==> src/rtl/cmp_arb_pkg.sv <==
// Shared types and round-robin pick function for the comparator arbiter.
// The pick function is sized for up to MAX_REQ requesters; callers pass the live count.
package cmp_arb_pkg;

   localparam int unsigned CMP_W   = 3;
   localparam int unsigned MAX_REQ = 8;

   typedef enum logic [1:0] {
      IDLE,
      CMP,
      RSP
   } state_t;

   typedef struct packed {
      logic       found;
      logic [2:0] idx;
   } rr_pick_t;

   // Scan from ptr+n down to ptr+1 so the candidate closest after ptr is written last and wins.
   function automatic rr_pick_t rr_pick(input logic [MAX_REQ-1:0] valid,
                                        input logic [2:0]         ptr,
                                        input int                 n);
      rr_pick_t   res;
      logic [2:0] cand;
      int         sum;
      res = '0;
      for (int k = MAX_REQ; k >= 1; k--) begin
         if (k <= n) begin
            sum  = (int'(ptr) + k) % n;
            cand = sum[2:0];
            if (valid[cand]) begin
               res.found = 1'b1;
               res.idx   = cand;
            end
         end
      end
      return res;
   endfunction

endpackage

==> src/rtl/threebit.sv <==
// Unsigned 3-bit magnitude comparator; purely combinational.
module threebit (
   input  logic [2:0] a,
   input  logic [2:0] b,
   output logic       gt,
   output logic       eq,
   output logic       lt
);

   assign gt = (a > b);
   assign eq = (a == b);
   assign lt = (a < b);

endmodule

==> src/rtl/cmp_arbiter.sv <==
// Round-robin arbiter sharing one threebit comparator between N_REQ requesters,
// returning each result with its requester id on a valid/ready response channel.
module cmp_arbiter
   import cmp_arb_pkg::*;
#(
   parameter  int unsigned N_REQ = 4,
   localparam int unsigned ID_W  = $clog2(N_REQ)
) (
   input  logic                   clk,
   input  logic                   rst,
   input  logic [N_REQ-1:0]       req_valid,
   output logic [N_REQ-1:0]       req_ready,
   input  logic [CMP_W*N_REQ-1:0] req_a,
   input  logic [CMP_W*N_REQ-1:0] req_b,
   output logic                   rsp_valid,
   input  logic                   rsp_ready,
   output logic [ID_W-1:0]        rsp_id,
   output logic                   rsp_gt,
   output logic                   rsp_eq,
   output logic                   rsp_lt,
   output logic                   busy
);

   state_t            state_q, state_d;
   logic [ID_W-1:0]   ptr_q;
   logic [ID_W-1:0]   id_q;
   logic [CMP_W-1:0]  op_a_q, op_b_q;
   logic              gt_q, eq_q, lt_q;

   logic [CMP_W-1:0]  a_arr [N_REQ];
   logic [CMP_W-1:0]  b_arr [N_REQ];
   logic [MAX_REQ-1:0] valid_ext;
   rr_pick_t          pick;
   logic [ID_W-1:0]   win_id;
   logic              grant;
   logic              cmp_gt, cmp_eq, cmp_lt;

   always_comb begin
      for (int i = 0; i < N_REQ; i++) begin
         a_arr[i] = req_a[CMP_W*i +: CMP_W];
         b_arr[i] = req_b[CMP_W*i +: CMP_W];
      end
   end

   assign valid_ext = MAX_REQ'(req_valid);
   assign pick      = rr_pick(valid_ext, 3'(ptr_q), N_REQ);
   assign win_id    = pick.idx[ID_W-1:0];
   // Grant is masked by rst so every output reads zero while reset is held.
   assign grant     = (state_q == IDLE) && pick.found && !rst;

   always_comb begin
      state_d   = state_q;
      req_ready = '0;
      unique case (state_q)
         IDLE: begin
            if (grant) begin
               req_ready[win_id] = 1'b1;
               state_d           = CMP;
            end
         end
         CMP:     state_d = RSP;
         RSP:     if (rsp_ready) state_d = IDLE;
         default: state_d = IDLE;
      endcase
   end

   always_ff @(posedge clk or posedge rst) begin
      if (rst) begin
         state_q <= IDLE;
      end else begin
         state_q <= state_d;
      end
   end

   always_ff @(posedge clk or posedge rst) begin
      if (rst) begin
         ptr_q  <= ID_W'(N_REQ - 1);
         id_q   <= '0;
         op_a_q <= '0;
         op_b_q <= '0;
         gt_q   <= 1'b0;
         eq_q   <= 1'b0;
         lt_q   <= 1'b0;
      end else begin
         if (grant) begin
            op_a_q <= a_arr[win_id];
            op_b_q <= b_arr[win_id];
            id_q   <= win_id;
            ptr_q  <= win_id;
         end
         if (state_q == CMP) begin
            gt_q <= cmp_gt;
            eq_q <= cmp_eq;
            lt_q <= cmp_lt;
         end
      end
   end

   threebit u_threebit (
      .a  (op_a_q),
      .b  (op_b_q),
      .gt (cmp_gt),
      .eq (cmp_eq),
      .lt (cmp_lt)
   );

   assign rsp_valid = (state_q == RSP);
   assign rsp_id    = id_q;
   assign rsp_gt    = gt_q;
   assign rsp_eq    = eq_q;
   assign rsp_lt    = lt_q;
   assign busy      = (state_q != IDLE);

endmodule

==> config.mk <==
export PLATFORM = sky130hd
export DESIGN_NAME = cmp_arbiter
export DESIGN_NICKNAME = d
export VERILOG_FILES = /design/src/rtl/cmp_arb_pkg.sv /design/src/rtl/threebit.sv /design/src/rtl/cmp_arbiter.sv
export SDC_FILE = /design/constraint.sdc
export NUM_CORES = 1
export LEC_CHECK = 0
export BUFFER_PORTS_ARGS = -buffer_cell sky130_fd_sc_hd__buf_2
export CORE_ASPECT_RATIO = 1.75
export CORE_UTILIZATION = 25
export CTS_BUF_LIST = sky130_fd_sc_hd__clkbuf_4 sky130_fd_sc_hd__clkbuf_8
export CTS_CLUSTER_DIAMETER = 200
export DETAILED_ROUTE_END_ITERATION = 8
export SYNTH_ARGS = -nofsm -noshare
export SYNTH_HDL_FRONTEND = slang
export SYNTH_SLANG_ARGS = --single-unit
==> constraint.sdc <==
create_clock -name clk -period 1.78 [get_ports clk]
set_input_delay 0.356 -clock clk [delete_from_list [all_inputs] [get_ports clk]]
set_output_delay 0.356 -clock clk [all_outputs]
set_load 0.01 [all_outputs]
==> reports/summary.txt <==
status - finished, violations left
failing checks - setup timing
r2r setup slk - -0.15 ns
clock sinks - 15
placed wire-length estimate - 1.984 mm
RSZ-0062 raised after global routing - yes
Synth Register Bits - 15
Crit Path Class - flip-flop to output port
Critical R2R Capture - op_a_q[0]
Core Footprint - 3904 µm²
syn_area_per_cell - 9.949 µm²
CP required - 1.42 ns
fin crit share - 114.3%
initial core utilization - 26.51%
H-tree depth - 1
Post-synth ARST share - 100.0%
mux cell area share after synthesis - 13.30%
top_reg_cell synth - dfrtp_1
Via density - 4.534
Max Freq - 491.4 MHz
critical-path maximum fanout - 3
largest net degree at the start of global routing - 21
gr usage total - 12.50%
Slew Limit Fails - 0
crit start category - flip-flop
share of cells above drive strength 1 - 58.23%
Arrival @ worst endpoint - 1.68 ns
number of routed nets with antenna violations - 0
Worst Path Buf+Inv - 1
initial antenna violation count - 0
worst path cell trace - and3b_2, o31ai_4, nand2_2, nor2b_4, buf_6
min setup slack post-route - -0.2549 ns
# IOs - 42
CTS Buf Count - 3
static leakage - 0.7065 nW
post-synthesis simple-gate area fraction - 23.58%
Max Cap Violations - 0
Post-CTS Hold Buffers - 0
hold_ws - 0.1570 ns
die area - 4410 µm²
largest family of logic cells by synthesized area - simple AND/OR/NAND/NOR gates
min-delay worst type - input pin to async pin
P&R area growth vs syn - 43.41%
Nets - 193
routed wire length - 2.457 mm
register area share after synthesis - 36.52%
vias in the first global route - 933
port buffer count - 41
EDFF count, synth - 0
number of diodes - 0
detailed-route DRC error count - 0
Final Skew - 0.006923 ns
slowest stage cell, crit path - dfstp_2
CP top delay family - flip-flops
reg2reg start - ptr_q[1]
Die H - 87.11 µm
GPL Wtd Cong - 0.7229
Post-synth top cells - dfrtp_1 (13), nand3_1 (12), nand2_1 (8)
Die X - 50.63 µm
Final setup viols - 10
area share of fa/ha/maj cells after synthesis - 3.628%
routed vias - 934
TritonCTS clock tree - done
clock buffer depth - 2
post-synthesis instance total - 104
post-route cell area - 1484 µm²
first-pass GRT wire length - 4.112 mm
Final min period - 2.035 ns
Worst-Skew Late Latency - 0.25 ns
most numerous cell in the Yosys netlist - dfrtp_1
Critical Path Max Stage Delay - 0.53 ns
Final Hold Fails - 0
Netlist cell types - 29
post-synthesis xor/xnor area fraction - 0%
Synth area leader - dfrtp_1
largest vdd supply drop - 0.5616 mV
DR WL/cell - 11.93 µm
worst-margin pin slew - 0.5634 ns
worst slack, placed - -0.1284 ns
largest cells by area after synthesis - dfrtp_1 (31%), mux2i_1 (6.8%), mux2_2 (6.5%)
Post-Syn Area - 1035 µm²
clock-pin slew on the worst setup and hold paths - 0.06 ns
total grt overflow - 0
worst reg2reg path depth - 7
Rows - 30
Pre-Repair DR Iteration Count - 4
Synth top area share - 31.44%
Syn Nets - 138
clk root buf - clkbuf_8
post-synthesis compound-gate area fraction - 15.72%
CP endpoint kind - output port
Synthesis Warnings - 0
worst rel slew slack - 62.40%
Placed Area - 1378 µm²
initial DRC count - 1
power per cell area - 1450 nW/µm²
==> sequential cells by signal (all words and copies together), names as in the netlist <==
register / flops
rsp_gt: 1
rsp_eq: 1
op_b_q: 3
ptr_q: 2
rsp_id: 2
op_a_q: 3
state_q: 2
rsp_lt: 1
==> cell usage in the layout (no fill, tap or decap), types with 2 or more instances in the layout <==
cell	Yosys	routed
o211ai_2	3	3
inv_1	5	5
clkbuf_8	0	3
nor2b_4	0	2
nand2_1	8	7
o21ai_0	5	5
dfstp_2	2	2
o221ai_2	3	2
mux2_2	6	6
nand2b_1	4	3
nor2_1	7	5
buf_2	0	39
o21a_1	2	2
nor2b_1	3	2
nand3_1	12	12
nor2_2	0	2
nand2_2	1	2
buf_4	1	11
a21oi_2	0	2
mux2i_1	7	6
or2_2	3	2
dfrtp_1	13	13
buf_6	4	4
ha_1	3	3
==> worst register-to-register path: stages (launching register included) <==
cell and delay, ns:
dfstp_2 0.59, nand2b_4 0.14, a21oi_2 0.06, o221ai_4 0.27
buf_4 0.21, buf_4 0.16, mux2_2 0.35, o221ai_2 0.06
==> how the worst max path moves through the flow <==
stage	end	startpoint	slack, ns	depth (start not counted)
6_report	req_ready[1]	ptr_q[0]	-0.25	5
5_1_grt	req_ready[1]	ptr_q[0]	-0.31	5
4_1_cts	req_ready[1]	ptr_q[0]	-0.26	5
3_5_place_dp	req_ready[2]	req_valid[3]	-0.13	7
3_3_place_gp	req_ready[3]	req_valid[1]	-0.08	6
2_1_floorplan	req_ready[1]	ptr_q[1]	0.005	5
==> per-stage QoR <==
step / util, % / setup TNS (ns) / power (mW) / cells
after floorplan: - / 0 / 1.457 / 104
after global placement: 35.29 / -0.6061 / 1.739 / 198
after detailed placement: 35.29 / -1.089 / 1.796 / 198
after CTS: 38.11 / -1.744 / 2.189 / 206
after global routing: 38.01 / -2.414 / 2.327 / 206
final: 38.01 / -1.684 / 2.151 / 206
==> cell families (layout without fill, tap and decap cells) <==
family          Yosys count  after routing
fa+ha+maj                 3              3
mux                      13             13
simple gates             45             45
buf+inv                  11             65
compound gates           17             17
flops                    15             15
==> power by group <==
group | internal, mW | switching (mW) | leakage, nW | total [mW]
combinational | 0.653 | 0.610 | 0.499 | 1.26
clock | 0.155 | 0.123 | 0.0255 | 0.279
sequential | 0.515 | 0.0937 | 0.182 | 0.609
==> area by class of cell <==
type,count,area [µm²]
sequential,15,377.9
clock inverter,1,5.005
timing repair buffer,55,342.8
multi-input combinational,78,634.4
fill,418,2420
inverter,6,22.52
clock buffer,3,41.29
tap,48,60.06
==> repair_timing <==
action	CTS	global route
setup endpoints to repair	9	10
gates cloned	0	0
gates resized for setup	8	1
buffers inserted	4	1
pin swaps	5	2
==> per-layer routing <==
metal	part of all wire, %	GRT usage [%]	wire, µm	up-vias
li1	-	-	-	476
met1	37	12.38	902	421
met2	56	24.24	1377	32
met3	4.4	0.8726	109	5
met4	2.8	7.576	68	0
met5	0	0	0	-
Power figures use the tool's default switching activity.
